File: config.mk
export PLATFORM = sky130hd
export DESIGN_NAME = sr_input_conditioner
export DESIGN_NICKNAME = d
export VERILOG_FILES = /design/src/rtl/sr_input_conditioner.sv
export SDC_FILE = /design/constraint.sdc
export NUM_CORES = 1
export LEC_CHECK = 0
export ABC_AREA = 0
export CORE_AREA = 2 2 49 51
export DETAILED_ROUTE_END_ITERATION = 16
export DIE_AREA = 0 0 51 53
export PLACE_DENSITY = 0.78
export SLEW_MARGIN = 20
export SYNTH_ARGS = -nofsm -noshare
export SYNTH_HDL_FRONTEND = slang
export SYNTH_SLANG_ARGS = --single-unit
File: constraint.sdc
create_clock -name clk -period 4.1 [get_ports clk]
set_clock_uncertainty 0.15 [all_clocks]
set_input_delay 0.82 -clock clk [delete_from_list [all_inputs] [get_ports clk]]
set_output_delay 0.82 -clock clk [all_outputs]
set_load 0.02 [all_outputs]
File: src/rtl/sr_input_conditioner.sv
// Synchronises, debounces and arbitrates two raw set/clear request lines into exclusive one-cycle s/r pulses.
// Optional saturating conflict counter enabled by defining SR_CONFLICT_CNT_EN.
module sr_input_conditioner #(
    parameter int unsigned DB_CYCLES = 4,
    parameter int unsigned CNT_W     = 8
) (
    input  logic clk,
    input  logic reset,
    input  logic set_in,
    input  logic clr_in,
    output logic s,
    output logic r,
    output logic conflict,
    output logic set_stable,
    output logic clr_stable
`ifdef SR_CONFLICT_CNT_EN
    ,
    output logic [7:0] conflict_cnt
`endif
);

    localparam int unsigned NCH = 2;
    localparam int unsigned CH_SET = 0;
    localparam int unsigned CH_CLR = 1;
    localparam logic [CNT_W-1:0] DB_LAST = CNT_W'(DB_CYCLES - 1);

    typedef enum logic [1:0] {
        IDLE     = 2'd0,
        SET_HELD = 2'd1,
        CLR_HELD = 2'd2,
        LOCKED   = 2'd3
    } state_t;

    logic [NCH-1:0]            r_sync1;
    logic [NCH-1:0]            r_sync2;
    logic [NCH-1:0]            r_stable;
    logic [NCH-1:0]            r_stable_d;
    logic [NCH-1:0][CNT_W-1:0] r_db_cnt;
    logic [NCH-1:0]            w_rise;

    state_t r_state;
    logic   r_s;
    logic   r_r;
    logic   r_conflict;

    // Two-flop synchroniser and per-channel debounce; a new level must persist DB_CYCLES cycles.
    always_ff @(posedge clk or posedge reset) begin
        if (reset) begin
            r_sync1    <= '0;
            r_sync2    <= '0;
            r_stable   <= '0;
            r_stable_d <= '0;
            r_db_cnt   <= '0;
        end else begin
            r_sync1    <= {clr_in, set_in};
            r_sync2    <= r_sync1;
            r_stable_d <= r_stable;
            for (int i = 0; i < NCH; i++) begin
                if (r_sync2[i] == r_stable[i]) begin
                    r_db_cnt[i] <= '0;
                end else if (r_db_cnt[i] == DB_LAST) begin
                    r_stable[i] <= r_sync2[i];
                    r_db_cnt[i] <= '0;
                end else begin
                    r_db_cnt[i] <= r_db_cnt[i] + CNT_W'(1);
                end
            end
        end
    end

    assign w_rise = r_stable & ~r_stable_d;

    // Arbitration: only rising stable edges emit pulses, and s/r are mutually exclusive.
    always_ff @(posedge clk or posedge reset) begin
        if (reset) begin
            r_state    <= IDLE;
            r_s        <= 1'b0;
            r_r        <= 1'b0;
            r_conflict <= 1'b0;
        end else begin
            r_s        <= 1'b0;
            r_r        <= 1'b0;
            r_conflict <= 1'b0;
            case (r_state)
                IDLE: begin
                    if (w_rise[CH_SET] && w_rise[CH_CLR]) begin
                        r_conflict <= 1'b1;
                        r_state    <= LOCKED;
                    end else if (w_rise[CH_SET]) begin
                        r_s     <= 1'b1;
                        r_state <= SET_HELD;
                    end else if (w_rise[CH_CLR]) begin
                        r_r     <= 1'b1;
                        r_state <= CLR_HELD;
                    end
                end
                SET_HELD: begin
                    if (w_rise[CH_CLR]) begin
                        r_conflict <= 1'b1;
                        r_state    <= LOCKED;
                    end else if (!r_stable[CH_SET]) begin
                        r_state <= IDLE;
                    end
                end
                CLR_HELD: begin
                    if (w_rise[CH_SET]) begin
                        r_conflict <= 1'b1;
                        r_state    <= LOCKED;
                    end else if (!r_stable[CH_CLR]) begin
                        r_state <= IDLE;
                    end
                end
                LOCKED: begin
                    if (!r_stable[CH_SET] && !r_stable[CH_CLR]) begin
                        r_state <= IDLE;
                    end
                end
                default: r_state <= IDLE;
            endcase
        end
    end

    assign s          = r_s;
    assign r          = r_r;
    assign conflict   = r_conflict;
    assign set_stable = r_stable[CH_SET];
    assign clr_stable = r_stable[CH_CLR];

`ifdef SR_CONFLICT_CNT_EN
    localparam logic [7:0] CCNT_MAX = 8'hFF;

    logic [7:0] r_conflict_cnt;

    // Saturating count of suppressed requests.
    always_ff @(posedge clk or posedge reset) begin
        if (reset) begin
            r_conflict_cnt <= '0;
        end else if (r_conflict && (r_conflict_cnt != CCNT_MAX)) begin
            r_conflict_cnt <= r_conflict_cnt + 8'd1;
        end
    end

    assign conflict_cnt = r_conflict_cnt;
`endif

endmodule

==> results.md, run 1 <==
| Metric | Reported | Unit |
| --- | --- | --- |
| Run status | finished, final reports clean | - |
| Critical setup path kind | flip-flop to output pin | - |
| Shortest period the worst path allows | 2.38 | ns |
| Antenna viol nets, final | 0 | - |
| Count of instances resized after the clock tree is built | 0 | - |
| Number of buffers on the longest clock path | 2 | - |
| Max-capacitance violation count | 0 | - |
| Async SR Flop Fraction | 100 | % |
| Number of remaining DRC errors | 0 | - |
| Hold Fails Final Rpt | 0 | - |
| Final GP Congestion | 0.803 | - |
| Standard cell core area | 2150 | um^2 |
| Signal arrival time at the worst endpoint | 1.41 | ns |
| Post-DP HPWL | 1440 | um |
| CP Cell Sequence | clkdlybuf4s50_1 | - |
| Die extent in y | 53 | um |
| DIE WIDTH | 51 | um |
| FILL cells | 166 | - |
| Number of setup buffers added after CTS | 0 | - |
| FF+latch count, synth | 29 | - |
| Worst hold slack across all endpoints | 0.203 | ns |
| Post-synthesis area per instance | 11.5 | um^2 |
| Aggregate global-route resource usage | 19.2 | % |
| Number of buffers inserted for hold repair after clock tree synthesis | 0 | - |
| CTS Buf Count | 5 | - |
| Pin count of the biggest net entering global routing | 30 | - |
| Drt pass-1 iters | 4 | - |
| Initial Utilization | 57.9 | % |
| Clock tree from TritonCTS | built | - |
| Bufs and invs on worst path | 1 | - |
| Clk sinks | 29 | - |
| EDFF count, synth | 0 | - |
| Main flop type after synthesis | sky130_fd_sc_hd__dfrtp_1 | - |
| Warnings, synthesis | 0 | - |
| Cell types with the largest area share after synthesis | sky130_fd_sc_hd__dfrtp_1 (58%), sky130_fd_sc_hd__ha_1 (4.0%), sky130_fd_sc_hd__xor2_1 (3.5%) | - |
| IO Port Bufs | 8 | - |
| Commonest cells after routing, fill and taps aside | sky130_fd_sc_hd__dfrtp_1 (29), sky130_fd_sc_hd__nor2_1 (10), sky130_fd_sc_hd__nand3_1 (8), sky130_fd_sc_hd__clkdlybuf4s50_1 (8) | - |
| Achievable clock frequency | 420 | MHz |
| Buffer type at the clock tree root | sky130_fd_sc_hd__clkbuf_4 | - |
| Total number of vias | 832 | - |
| Maximum fanout count along the critical path | 7 | - |
| Slew headroom | 62.0 | % |
| Power per cell area | 595 | nW/um^2 |
| Most area-hungry cell type in the Yosys netlist | sky130_fd_sc_hd__dfrtp_1 | - |
| Number of cells in the finished layout apart from fillers | 150 | - |
| Vias in the first global route | 832 | - |
| Final max-slew violation count | 0 | - |
| Worst-case vdd ir drop | 402 | uV |
| Iteration-0 DRC count of the detailed router | 15 | - |
| Lkg Pwr | 0.602 | nW |
| Net total in the final layout | 130 | - |
| Antenna cells | 0 | - |
| Final Cycle Share | 58.1 | % |
| Part of the Yosys area used for sequential elements | 58.4 | % |
| Clock latency of the later-clocked register in the worst-skew pair | 0.32 | ns |
| Global-route wire length before repair | 3670 | um |
| Initial antenna violation count | 0 | - |
| GRT Residual Overflow | 0 | - |
| Post-Route Setup TNS | 0 | ns |
| Unrepaired setup endpoints after global routing | false | - |
| Per-cell via count in the routed design | 5.55 | - |
| Top Family by Delay on Critical Path | buffers and inverters | - |
| Syn Nets | 116 | - |
| Startpoint type of the worst setup path | flip-flop | - |
| Commonest non-fill, non-tap cell in the layout | sky130_fd_sc_hd__dfrtp_1 | - |
| CP max stage delay | 0.64 | ns |
| Gate Count Post-Synth | 108 | - |
| I/O pin total | 9 | - |
| Final setup violation count | 0 | - |
| Post-route cell area | 1410 | um^2 |
| Number of instances in the placed design | 143 | - |
| Slowest stage cell, crit path | sky130_fd_sc_hd__clkdlybuf4s50_1 | - |
| Area after detailed placement | 1350 | um^2 |
| Tightest Pin Transition | 0.569 | ns |
| Fraction of layout instances using a drive strength above 1 | 9.84 | % |
| Wire length reported by the detailed router | 2020 | um |
| Total Die Area | 2700 | um^2 |
| Site row count | 17 | - |
| Post-synth design cell area | 1240 | um^2 |
| Clock-pin slew of the registers on the worst-case setup and hold paths | 0.08 | ns |
| Required time at the worst-slack endpoint | 3.13 | ns |
| H-Tree Depth | 2 | - |
| Layout overhead on the synthesized area | 13.1 | % |
| Class of the most critical hold timing path | flip-flop to flip-flop | - |
| Detailed-route wire length per cell | 13.5 | um |
| Area share of the largest cell type after synthesis | 58.4 | % |
| Number of unique standard cell types used by synthesis | 25 | - |
| CP Capture Type | output pin | - |
## report_power, final
group	total (mW)	switching [mW]	leakage, nW	internal (mW)
registers	0.425	0.0758	0.379	0.349
logic	0.242	0.126	0.192	0.116
clock network	0.170	0.0890	0.0314	0.0808
total	0.837	0.291	0.602	0.546
## synth_stat cells (3+ instances only)
library cell,number
sky130_fd_sc_hd__ha_1,4
sky130_fd_sc_hd__a21oi_1,7
sky130_fd_sc_hd__dfrtp_1,29
sky130_fd_sc_hd__or3_1,6
sky130_fd_sc_hd__nor2b_1,3
sky130_fd_sc_hd__nand2_1,5
sky130_fd_sc_hd__xor2_1,5
sky130_fd_sc_hd__o21ai_0,7
sky130_fd_sc_hd__nor2_1,10
sky130_fd_sc_hd__xnor2_1,3
sky130_fd_sc_hd__nand3_1,8
sky130_fd_sc_hd__nor4b_1,3
sky130_fd_sc_hd__inv_1,4
## worst paths after layout
check	startpoint	to	slack (ns)	cells past startpoint
setup / recovery	r_stable[0]	set_stable	1.72	1
hold / removal	r_sync1[0]	r_sync2[0]	0.20	0
setup reg to reg	r_db_cnt[0]	r_stable[0]	2.11	4
hold reg to reg	r_sync1[0]	r_sync2[0]	0.20	0
max in group asynchronous	reset	r_db_cnt[9]	2.69	2
min in group asynchronous	reset	r_stable[1]	0.73	2
## state kept, by name, indices dropped and copies added, names as in the netlist
name and flops:
r_state 2, r_db_cnt 16, conflict 1, r_stable_d 2, r_stable 2, r 1
r_sync1 2, r_sync2 2, s 1
## logic make-up after synthesis
kind of cell | Yosys count | synth area share [%]
muxes | 2 | 1.81
adders and majority gates | 4 | 4.02
buffers and inverters | 5 | 1.81
DFF | 29 | 58.4
and+or+nand+nor | 42 | 18.9
xor gates and xnor gates | 8 | 5.63
AOI/OAI and AO/OA | 18 | 9.46
## per-layer routing
metal | track usage, % | share of wire (%) | vias to the layer above
met5 | 0 | 0 | -
met4 | 8.11 | 1.9 | 0
met3 | 7.63 | 4.3 | 6
met2 | 32.0 | 50 | 18
met1 | 21.9 | 44 | 403
li1 | - | - | 405
## worst register-to-register path, cell delays in order, from the launching register on
cell                      delay, ns
sky130_fd_sc_hd__dfrtp_1       0.43
sky130_fd_sc_hd__ha_1          0.20
sky130_fd_sc_hd__or4b_4        0.50
sky130_fd_sc_hd__nor4_2        0.22
sky130_fd_sc_hd__mux2_2        0.38
## stage by stage
step / power [mW] / setup WS (ns) / utilization [%]
2_1_floorplan: 0.590 / 2.29 / -
3_3_place_gp: 0.660 / 1.87 / 62.9
4_1_cts: 0.850 / 1.70 / 65.5
6_report: 0.837 / 1.72 / 65.5
3_5_place_dp: 0.675 / 1.82 / 62.9
5_1_grt: 0.901 / 1.65 / 65.5
## area by class of cell
| type | count | area, um^2 | share of cell area, % |
|---|---|---|---|
| Tap cell | 28 | 35.0 | 2.49 |
| Inverter | 4 | 15.0 | 1.07 |
| Clock buffer | 7 | 55.1 | 3.91 |
| Sequential cell | 29 | 726 | 51.6 |
| Multi-Input combinational cell | 74 | 495 | 35.2 |
| Timing Repair Buffer | 8 | 80.1 | 5.69 |
No activity file was read; power rests on OpenSTA's default activity.
==> inputs of run 2 (changes only) <==
--- a/config.mk
+++ b/config.mk
@@ -6,10 +6,10 @@
 export NUM_CORES = 1
 export LEC_CHECK = 0
 export ABC_AREA = 0
-export CORE_AREA = 2 2 49 51
+export CORE_AREA = 2 2 53 55
 export DETAILED_ROUTE_END_ITERATION = 16
-export DIE_AREA = 0 0 51 53
-export PLACE_DENSITY = 0.78
+export DIE_AREA = 0 0 55 57
+export PLACE_DENSITY = 0.71
 export SLEW_MARGIN = 20
 export SYNTH_ARGS = -nofsm -noshare
 export SYNTH_HDL_FRONTEND = slang
==> constraint.sdc (replaced) <==
create_clock -name clk -period 1.9 [get_ports clk]
set_clock_uncertainty 0.15 [all_clocks]
set_input_delay 0.38 -clock clk [delete_from_list [all_inputs] [get_ports clk]]
set_output_delay 0.38 -clock clk [all_outputs]
set_load 0.02 [all_outputs]
==> results.md, run 2 (synthesis results as in run 1) <==
| Metric | Reported | Unit |
| --- | --- | --- |
| Total number of vias | 859 | - |
| Total Die Area | 3140 | um^2 |
| Number of remaining DRC errors | 0 | - |
| Post-DP HPWL | 1480 | um |
| I/O pin total | 9 | - |
| Fin util | 55.7 | % |
| H-Tree Depth | 2 | - |
| Number of cells in the finished layout apart from fillers | 158 | - |
| Final Cycle Share | 95.7 | % |
| Final max-slew violation count | 0 | - |
| Pin count of the biggest net entering global routing | 30 | - |
| Worst hold slack across all endpoints | 0.212 | ns |
| Achievable clock frequency | 550 | MHz |
| Final GP Congestion | 0.775 | - |
| Aggregate global-route resource usage | 16.5 | % |
| Clock tree from TritonCTS | built | - |
| CP max stage delay | 0.60 | ns |
| FILL cells | 240 | - |
| Commonest cells after routing, fill and taps aside | sky130_fd_sc_hd__dfrtp_1 (29), sky130_fd_sc_hd__nor2_1 (10), sky130_fd_sc_hd__nand3_1 (8), sky130_fd_sc_hd__o21ai_0 (7), sky130_fd_sc_hd__a21oi_1 (7) | - |
| Unrepaired setup endpoints after global routing | true | - |
| Iteration-0 DRC count of the detailed router | 15 | - |
| Post-Route Setup TNS | 0 | ns |
| Initial Utilization | 47.6 | % |
| Combinational fraction of design power | 30.3 | % |
| Antenna viol nets, final | 0 | - |
| Max-capacitance violation count | 0 | - |
| Critical setup path kind | flip-flop to output pin | - |
| GRT Residual Overflow | 0 | - |
| Wire length reported by the detailed router | 2100 | um |
| Clock power share | 22.7 | % |
| Most flops, register | r_db_cnt | - |
| Clk sinks | 29 | - |
| Worst-case vdd ir drop | 794 | uV |
| Tightest Pin Transition | 0.455 | ns |
| Power per cell area | 1300 | nW/um^2 |
| Class of the most critical hold timing path | flip-flop to flip-flop | - |
| Number of buffers inserted for hold repair after clock tree synthesis | 0 | - |
| Clock-pin slew of the registers on the worst-case setup and hold paths | 0.10 | ns |
| Per-cell via count in the routed design | 5.44 | - |
| Layout overhead on the synthesized area | 17.1 | % |
| Net Sw Power | 653 | uW |
| Hold Fails Final Rpt | 0 | - |
| Vias in the first global route | 874 | - |
| Buffer type at the clock tree root | sky130_fd_sc_hd__clkbuf_4 | - |
| Antenna cells | 0 | - |
| Fraction of layout instances using a drive strength above 1 | 13.4 | % |
| Die extent in y | 57 | um |
| Commonest non-fill, non-tap cell in the layout | sky130_fd_sc_hd__dfrtp_1 | - |
| Worst setup slack after layout | 0.0820 | ns |
| Worst slack, placed | 0.0954 | ns |
| Detailed-route wire length per cell | 13.3 | um |
| Slowest stage cell, crit path | sky130_fd_sc_hd__clkdlybuf4s50_1 | - |
| Lkg Pwr | 0.645 | nW |
| Number of instances in the placed design | 150 | - |
| Number of flip-flops under the largest register name | 16 | - |
| Site row count | 19 | - |
| Maximum fanout count along the critical path | 1 | - |
| Drt pass-1 iters | 4 | - |
| IO Port Bufs | 8 | - |
| Run status | finished, final reports clean | - |
| Register share of total power | 47.0 | % |
| Global-route wire length before repair | 3640 | um |
| Top Family by Delay on Critical Path | buffers and inverters | - |
| DIE WIDTH | 55 | um |
| Bufs and invs on worst path | 1 | - |
| Startpoint type of the worst setup path | flip-flop | - |
| Net total in the final layout | 134 | - |
| Switching power share of the total | 34.4 | % |
| Final setup violation count | 0 | - |
| Number of buffers on the longest clock path | 2 | - |
| Internal power component | 1.24 | mW |
| Shortest period the worst path allows | 1.82 | ns |
| CP Cell Sequence | clkdlybuf4s50_1 | - |
| CTS Buf Count | 5 | - |
| Signal arrival time at the worst endpoint | 1.29 | ns |
| Slew headroom | 69.6 | % |
| Required time at the worst-slack endpoint | 1.37 | ns |
| CP Capture Type | output pin | - |
| Clock latency of the later-clocked register in the worst-skew pair | 0.33 | ns |
| Initial antenna violation count | 0 | - |
| Standard cell core area | 2620 | um^2 |
-- run 2: cell types whose count changed in the layout (fill, tap and decap cells not counted), sizes merged --
cell / before / now
buf: 0 / 4
clkdlybuf4s50: 8 / 6
clkinv: 0 / 1
dlygate4sd2: 0 / 1
dlymetal6s2s: 0 / 1
-- run 2: stage by stage --
| step | total power [mW] | area, um^2 |
|---|---|---|
| 6_report | 1.90 | 1460 |
| 5_1_grt | 2.04 | 1460 |
| 4_1_cts | 1.92 | 1450 |
| 3_5_place_dp | 1.50 | 1390 |
| 3_3_place_gp | 1.46 | 1390 |
| 2_1_floorplan | 1.27 | 1240 |
-- run 2: area by class of cell --
cell class / count / area [um^2] / share of cell area (%)
sequential: 29 / 726 / 49.8
tap: 31 / 38.8 / 2.66
inverter: 4 / 15.0 / 1.03
multi-input combinational: 74 / 495 / 34.0
timing repair buffer: 12 / 111 / 7.65
clock buffer: 7 / 65.1 / 4.47
clock inverter: 1 / 5.00 / 0.344
-- run 2: final timing paths --
check	start	to	slack (ns)	cells after the start
setup / recovery	s	s	0.08	1
hold / removal	r_sync1[0]	r_sync2[0]	0.21	0
setup reg to reg	r_db_cnt[3]	r_stable[0]	0.10	3
hold reg to reg	r_sync1[0]	r_sync2[0]	0.21	0
max in group asynchronous	reset	r_db_cnt[14]	1.07	3
min in group asynchronous	reset	r_db_cnt[12]	0.26	3
-- run 2: per-layer routing --
metal  global-route usage [%]  wire [um]  part of all wire [%]  vias up
met5                        0          0                     0        -
met4                     9.41         39                   1.9        0
met3                     5.50         91                   4.3        5
met2                     27.2       1070                    51       12
met1                     18.1        898                    43      425
li1                         -          -                     -      417
-- run 2: timing repair --
item	in CTS	in global routing
buffers inserted	0	0
setup endpoints to repair	1	2
resized for setup	1	1
-- run 2: worst register-to-register path, delay by kind of cell (launching register included) --
kind	cells	cell delay [ns]
flops	1	0.44
mux	1	0.36
simple gates	2	0.75
-- run 2: power by group through the flow --
stage	sequential, mW	clock, mW	combinational (mW)
6_report	0.892	0.430	0.576
5_1_grt	0.919	0.473	0.645
4_1_cts	0.894	0.440	0.589
3_5_place_dp	0.907	0	0.590
3_3_place_gp	0.894	0	0.571
2_1_floorplan	0.936	0	0.337
==> inputs of run 3 (changes only) <==
--- a/config.mk
+++ b/config.mk
@@ -10,6 +10,7 @@
 export DETAILED_ROUTE_END_ITERATION = 16
 export DIE_AREA = 0 0 55 57
 export PLACE_DENSITY = 0.71
+export REMOVE_ABC_BUFFERS = 1
 export SLEW_MARGIN = 20
 export SYNTH_ARGS = -nofsm -noshare
 export SYNTH_HDL_FRONTEND = slang
==> results.md, run 3 (synthesis results as in run 1) <==
| Metric | Reported | Unit |
| --- | --- | --- |
| Cells on worst reg2reg path | 4 | - |
| Standard cell core area | 2620 | um^2 |
| Commonest non-fill, non-tap cell in the layout | sky130_fd_sc_hd__dfrtp_1 | - |
| Reg-to-reg slack, setup | 0.07 | ns |
| Worst Min Path Start | r_sync1[1] | - |
| Signal arrival time at the worst endpoint | 1.31 | ns |
| Slowest stage cell, crit path | sky130_fd_sc_hd__clkdlybuf4s50_1 | - |
| Achievable clock frequency | 544 | MHz |
| GRT Residual Overflow | 0 | - |
| Per-cell via count in the routed design | 5.55 | - |
| IO Port Bufs | 8 | - |
| Aggregate global-route resource usage | 17.5 | % |
| Die extent in y | 57 | um |
| Net total in the final layout | 134 | - |
| Iteration-0 DRC count of the detailed router | 22 | - |
| Switching power share of the total | 35.1 | % |
| Wire length reported by the detailed router | 2160 | um |
| Launch instance of the worst register-to-register path | r_db_cnt[0] | - |
| Total number of vias | 872 | - |
| Endpoint of the worst-slack reg-to-reg timing path | r_db_cnt[4] | - |
| Combinational fraction of design power | 31.6 | % |
| Register share of total power | 48.1 | % |
| CP Capture Type | output pin | - |
| Hold Fails Final Rpt | 0 | - |
| Slew headroom | 67.9 | % |
| Most flops, register | r_db_cnt | - |
| Internal power component | 1.21 | mW |
| Layout overhead on the synthesized area | 15.7 | % |
| Site row count | 19 | - |
| Pin count of the biggest net entering global routing | 30 | - |
| Antenna cells | 0 | - |
| Post-DP HPWL | 1500 | um |
| Net Sw Power | 652 | uW |
| Initial antenna violation count | 0 | - |
| Post-Route Setup TNS | 0 | ns |
| Number of buffers on the longest clock path | 2 | - |
| Clock-pin slew of the registers on the worst-case setup and hold paths | 0.09 | ns |
| Drt pass-1 iters | 4 | - |
| Fin util | 55.0 | % |
| Final max-slew violation count | 0 | - |
| Number of flip-flops under the largest register name | 16 | - |
| Tightest Pin Transition | 0.480 | ns |
| CP max stage delay | 0.61 | ns |
| Class of the most critical hold timing path | flip-flop to flip-flop | - |
| Clk sinks | 29 | - |
| Total Die Area | 3140 | um^2 |
| Shortest period the worst path allows | 1.84 | ns |
| Run status | finished, final reports clean | - |
| H-Tree Depth | 2 | - |
| Power per cell area | 1290 | nW/um^2 |
| Maximum fanout count along the critical path | 2 | - |
| Lkg Pwr | 0.625 | nW |
| Worst-case vdd ir drop | 893 | uV |
| Cells on Worst Hold Path | 0 | - |
| Clock tree from TritonCTS | built | - |
| Unrepaired setup endpoints after global routing | true | - |
| Bufs and invs on worst path | 1 | - |
| Initial Utilization | 47.6 | % |
| DIE WIDTH | 55 | um |
| Required time at the worst-slack endpoint | 1.37 | ns |
| CTS Buf Count | 5 | - |
| Critical setup path kind | flip-flop to output pin | - |
| Fraction of layout instances using a drive strength above 1 | 11.9 | % |
| Commonest cells after routing, fill and taps aside | sky130_fd_sc_hd__dfrtp_1 (29), sky130_fd_sc_hd__nor2_1 (10), sky130_fd_sc_hd__nand3_1 (8) | - |
| Number of remaining DRC errors | 0 | - |
| Antenna viol nets, final | 0 | - |
| Clock power share | 20.2 | % |
| CP Cell Sequence | clkdlybuf4s50_1 | - |
| Final setup violation count | 0 | - |
| I/O pin total | 9 | - |
| Vias in the first global route | 906 | - |
| Launch point of the critical path | r_stable[0] | - |
| Max-capacitance violation count | 0 | - |
| Detailed-route wire length per cell | 13.8 | um |
| Startpoint type of the worst setup path | flip-flop | - |
| Final Cycle Share | 96.7 | % |
| Top Family by Delay on Critical Path | buffers and inverters | - |
| Global-route wire length before repair | 3800 | um |
| Worst hold path endpoint | r_sync2[1] | - |
| Clock latency of the later-clocked register in the worst-skew pair | 0.33 | ns |
| Buffer type at the clock tree root | sky130_fd_sc_hd__clkbuf_4 | - |
| Final GP Congestion | 0.752 | - |
==> run 3: cell count changes in the layout (fill, tap and decap cells not counted), sizes merged <==
cell	before	now
clkdlybuf4s50	6	7
clkinv	1	0
dlymetal6s2s	1	0
==> run 3: routing by layer <==
metal / track usage [%] / wire length (um)
met2: 27.0 / 1080
met4: 11.5 / 72
met5: 0 / 0
met3: 5.50 / 68
met1: 20.5 / 945
==> run 3: repair_timing <==
action                                  CTS  global route
hold buffers                              0             0
setup buffers                             0             0
pin swaps                                 0             0
hold endpoints to repair                  0             0
gates resized for setup                   1             0
endpoints found under the setup margin    1             2
==> run 3: worst max-delay path by stage <==
| stage | end | slack, ns | cells after the start |
|---|---|---|---|
| 2_1_floorplan | r_stable[0] | 0.09 | 4 |
| 3_3_place_gp | r_stable[0] | 0.14 | 4 |
| 3_5_place_dp | r_stable[0] | 0.07 | 4 |
| 4_1_cts | set_stable | 0.05 | 1 |
| 5_1_grt | r_stable[0] | -0.01 | 4 |
| 6_report | set_stable | 0.06 | 1 |
==> run 3: power by group through the flow <==
stage | combinational (mW) | clock, mW | sequential, mW
global route | 0.672 | 0.410 | 0.916
floorplan | 0.316 | 0 | 0.948
detailed placement | 0.600 | 0 | 0.906
CTS | 0.597 | 0.389 | 0.895
global placement | 0.571 | 0 | 0.893
finish | 0.588 | 0.376 | 0.894
==> run 3: cell type report <==
class | instances | area, um^2
Fill cell | 239 | 1180
Sequential cell | 29 | 726
Multi-Input combinational cell | 74 | 495
Timing Repair Buffer | 12 | 109
Clock buffer | 7 | 55.1
Tap cell | 31 | 38.8
Inverter | 4 | 15.0
==> run 3: stage by stage <==
stage	setup WS [ns]	area (um^2)	hold WS (ns)	cells	power [mW]
after floorplan	0.0877	1240	0.181	107	1.26
after global placement	0.138	1390	0.189	150	1.46
after detailed placement	0.0743	1390	0.193	150	1.51
after CTS	0.0499	1440	0.213	157	1.88
after global routing	-0.0116	1440	0.224	157	2.00
final	0.0625	1440	0.209	157	1.86
